File: src/rtl/pos_sequencer.sv
// Position sequencer: debounced push-button cycles between forward run,
// reverse run and pause; a prescaler paces position steps in the run modes.
module pos_sequencer #(
  parameter int unsigned LOG2DELAY = 20,
  parameter int unsigned NPOS      = 23,
  parameter int unsigned DEB_BITS  = 16
) (
  input  logic       CLK,
  input  logic       RST_N,
  input  logic       BTN_N,
  output logic [4:0] POS,
  output logic       STEP,
  output logic [1:0] MODE,
  output logic       BTN_PRESS
);

  localparam int unsigned POS_W = 5;

  localparam logic [DEB_BITS-1:0]  DEB_MAX   = '1;
  localparam logic [LOG2DELAY-1:0] PRESC_MAX = '1;
  localparam logic [POS_W-1:0]     LAST_POS  = POS_W'(NPOS - 1);

  typedef enum logic [1:0] {
    RUN_FWD = 2'b00,
    RUN_REV = 2'b01,
    PAUSE   = 2'b10
  } state_t;

  logic                 sync1;
  logic                 sync2;
  logic                 deb;
  logic [DEB_BITS-1:0]  deb_cnt;
  state_t               state;
  logic [LOG2DELAY-1:0] presc;
  logic                 tick;

  // Two-flop synchroniser for the asynchronous button input
  always_ff @(posedge CLK or negedge RST_N) begin
    if (!RST_N) begin
      sync1 <= 1'b1;
      sync2 <= 1'b1;
    end else begin
      sync1 <= BTN_N;
      sync2 <= sync1;
    end
  end

  // Debouncer: the level must disagree for a full window before it is accepted;
  // a press event fires only on the accepted high-to-low transition
  always_ff @(posedge CLK or negedge RST_N) begin
    if (!RST_N) begin
      deb       <= 1'b1;
      deb_cnt   <= '0;
      BTN_PRESS <= 1'b0;
    end else begin
      BTN_PRESS <= 1'b0;
      if (sync2 == deb) begin
        deb_cnt <= '0;
      end else if (deb_cnt == DEB_MAX) begin
        deb       <= sync2;
        deb_cnt   <= '0;
        BTN_PRESS <= deb & ~sync2;
      end else begin
        deb_cnt <= deb_cnt + 1'b1;
      end
    end
  end

  // A tick is the prescaler wrap in a run mode; a pending mode change suppresses it
  assign tick = (state != PAUSE) && (presc == PRESC_MAX) && !BTN_PRESS;

  // Mode FSM, prescaler and position stepping
  always_ff @(posedge CLK or negedge RST_N) begin
    if (!RST_N) begin
      state <= RUN_FWD;
      presc <= '0;
      POS   <= '0;
      STEP  <= 1'b0;
    end else begin
      STEP <= 1'b0;
      if (BTN_PRESS) begin
        presc <= '0;
        unique case (state)
          RUN_FWD: state <= RUN_REV;
          RUN_REV: state <= PAUSE;
          default: state <= RUN_FWD;
        endcase
      end else if (state != PAUSE) begin
        presc <= presc + 1'b1;
        if (tick) begin
          STEP <= 1'b1;
          if (state == RUN_FWD) begin
            POS <= (POS == LAST_POS) ? '0 : POS + 1'b1;
          end else begin
            POS <= (POS == '0) ? LAST_POS : POS - 1'b1;
          end
        end
      end
    end
  end

  assign MODE = state;

endmodule

File: config.mk
export PLATFORM = sky130hd
export DESIGN_NAME = pos_sequencer
export DESIGN_NICKNAME = d
export VERILOG_FILES = /design/src/rtl/pos_sequencer.sv
export SDC_FILE = /design/constraint.sdc
export NUM_CORES = 1
export LEC_CHECK = 0
export ABC_AREA = 1
export BUFFER_PORTS_ARGS = -buffer_cell sky130_fd_sc_hd__buf_2
export CORE_ASPECT_RATIO = 2
export CORE_UTILIZATION = 55
export CTS_CLUSTER_DIAMETER = 200
export DETAILED_ROUTE_END_ITERATION = 10
export PLACE_DENSITY = 0.73
export SYNTH_ARGS = -nofsm -noshare
export SYNTH_HDL_FRONTEND = slang
export SYNTH_SLANG_ARGS = --single-unit
File: constraint.sdc
create_clock -name CLK -period 2.8 [get_ports CLK]
set_input_delay 0.28 -clock CLK [delete_from_list [all_inputs] [get_ports CLK]]
set_output_delay 0.28 -clock CLK [all_outputs]
set_load 0.005 [all_outputs]
==> out/qor.yml <==
status:
  status: "finished clean"
grt:
  grt_pass1_vias: 2383
  antenna_found_initial: 0
  gr-usage-all-layers_pct: 25.4
  grt_first_pass_wirelength_um: 10100
  gr-total-overflow: 0
  grt_max_degree: 49
route:
  ant_nets: 0
  wire_per_inst_um: 12.9
  drc: 0
  routed-via-count: 2409
  drtIter0Drc: 67
  routed_wl_um: 5920
  first_pass_iters: 4
  vias_per_cell: 5.26
worst_setup_path:
  worstPathArrival_ps: 1770
  path_class: "flip-flop to flip-flop"
  r2r-start: "BTN_PRESS"
  regToRegSetupSlack_ps: 1220
  r2r_end: "POS[4]"
  cp-end-kind: "flip-flop"
  path_max_fanout: 19
  crit_required_ps: 3000
  cp-start-kind: "flip-flop"
  r2r_cells: 6
clocking:
  clock-sinks: 48
  clk_pin_slew_worst_paths_ps: 80
  cts-root-buf: "clkbuf_8"
  cts_hold_buf: 0
  clk_path_buf_depth: 2
  cts_tree: "done"
  post_cts_resized: 0
  htreeDepth: 2
  clk-insertion-delay-late_ps: 300
  cts_made_buffers: 5
  post_cts.repair.setup_buffers: 0
final_layout:
  stdcell_area_um2: 2980
  multi_input_area_um2: 1370
  fin_util_pct: 61.2
  fillerInstances: 469
  area.sequential_um2: 1200
  final_layout_size_suffix_gt1_share_pct: 13.7
  final_cell_mix: "nand2_1 (104), nor2_1 (81), dfrtp_1 (45), inv_1 (38), nand3_1 (17)"
  final_common_cell: "nand2_1"
  n_antenna_cell: 0
  final_nets: 409
  finalNonFillerCells: 458
  area_growth_pct: 7.30
sta:
  fmax_mhz: 634
  setup_viol_count_final: 0
  maxSlewViolCount: 0
  relSlewSlack_pct: 30.2
  fin_crit_sh_pct: 56.3
  fin_tns_setup_ps: 0
  timing.final.crit_period_ps: 1580
  fin_worst_skew_ps: 8.58
  hold_violations: 0
  setup_ws_ps: 1220
  worstMarginPinSlew_ps: 1050
  rsz0062_at_grt: "false"
placed_design:
  placed_area_um2: 2890
  dp_slack_ps: 1230
  portBuffers: 11
  hpwl_um: 4600
  dp_cells: 450
  routabilityCongestion: 0.890
min_path:
  hold_depth: 1
  hold_start: "BTN_N"
  hold_class: "primary input to flip-flop"
  min_to: "sync1"
die:
  die_w_um: 52.2
  die_area_um2: 5350
  initial_core_util_pct: 57.1
  core_um2: 4860
  ios: 12
  row_count: 36
  chipHeight_um: 102
yosys:
  syn_area_per_cell_um2: 7.21
  ys_seq_area_share_pct: 43.4
  synth_cells: 385
  yosysUniqueCellTypes: 29
  syn_area_um2: 2780
  ys_warn_count: 0
  ys_ff_latch: 48
  syn-num-nets: 394
power:
  leakage_nw: 1.49
  power_density_nw_per_um2: 387
  peakVddDrop_mv: 0.337
job:
  drv_cap: 0
-- cell type report --
class	count	share of cell area, %
Inverter	51	6.47
Timing Repair Buffer	11	1.85
Tap cell	57	2.39
Sequential cell	48	40.4
Clock buffer	8	3.02
Multi-Input combinational cell	283	45.8
-- how the worst max path moves through the flow --
| stage | cells after the start | endpoint | slack (ps) | startpoint |
|---|---|---|---|---|
| 2_1_floorplan | 6 | deb_cnt[11] | 1370 | sync2 |
| 3_3_place_gp | 8 | POS[1] | 1250 | BTN_PRESS |
| 3_5_place_dp | 6 | POS[4] | 1230 | BTN_PRESS |
| 4_1_cts | 6 | POS[4] | 1220 | BTN_PRESS |
| 5_1_grt | 6 | POS[4] | 1060 | BTN_PRESS |
| 6_report | 6 | POS[4] | 1220 | BTN_PRESS |
-- state kept, by name, summed over array words and instances, names as in the netlist --
signal,cells
BTN_PRESS,1
MODE,2
POS,5
STEP,1
deb,1
deb_cnt,16
presc,20
sync1,1
sync2,1
-- synth_stat cells, drive strengths merged --
| master | instances | area, um^2 |
|---|---|---|
| nor3b | 4 | 35.0 |
| nand4 | 11 | 68.8 |
| xnor2 | 4 | 35.0 |
| a21oi | 11 | 55.1 |
| o221ai | 1 | 8.76 |
| clkinv | 1 | 5.00 |
| nand3 | 18 | 95.1 |
| buf | 3 | 13.8 |
| nand3b | 1 | 7.51 |
| dfstp | 3 | 78.8 |
| inv | 50 | 188 |
| ha | 6 | 75.1 |
| nor3 | 3 | 15.0 |
| xor2 | 5 | 43.8 |
| nand2 | 111 | 444 |
| o21a | 1 | 7.51 |
| nor2 | 94 | 409 |
| dfrtp | 45 | 1130 |
| o21ai | 13 | 65.1 |
-- per-stage QoR --
stage,total power [mW],hold WS (ps)
after global routing,1.20,67.4
final,1.15,76.0
after detailed placement,0.743,349
after floorplan,0.725,-15.6
after CTS,1.17,65.0
after global placement,0.742,346
-- per-layer routing --
metal | up-vias | GRT usage [%] | wire length [um]
met4 | 0 | 10.7 | 141
met5 | - | 0 | 0
li1 | 1226 | - | -
met3 | 13 | 3.87 | 116
met2 | 45 | 50.4 | 3430
met1 | 1125 | 24.2 | 2230
-- logic make-up (layout without fill, tap and decap cells) --
| logic type | after synthesis | count (layout) | synth area share, % |
|---|---|---|---|
| DFF | 48 | 48 | 43.4 |
| and+or+nand+nor | 242 | 242 | 38.7 |
| AOI/OAI and AO/OA | 26 | 26 | 4.91 |
| xor gates and xnor gates | 9 | 9 | 2.84 |
| adders and majority gates | 6 | 6 | 2.70 |
| buffers and inverters | 54 | 70 | 7.44 |
-- where the power goes --
group	total [mW]	leakage [nW]	internal, mW	switching, mW
combinational	0.0263	0.805	0.00513	0.0212
sequential	0.702	0.643	0.699	0.00332
clock	0.426	0.0455	0.202	0.224
-- critical path, cell delays in order (launching register included) --
cell and delay, ps:
dfrtp_1 500, inv_2 330, nand2_1 160, nor3_1 160, nand2_1 130, nor2_1 140, nor2_1 60
No activity file was read; power rests on OpenSTA's default activity.
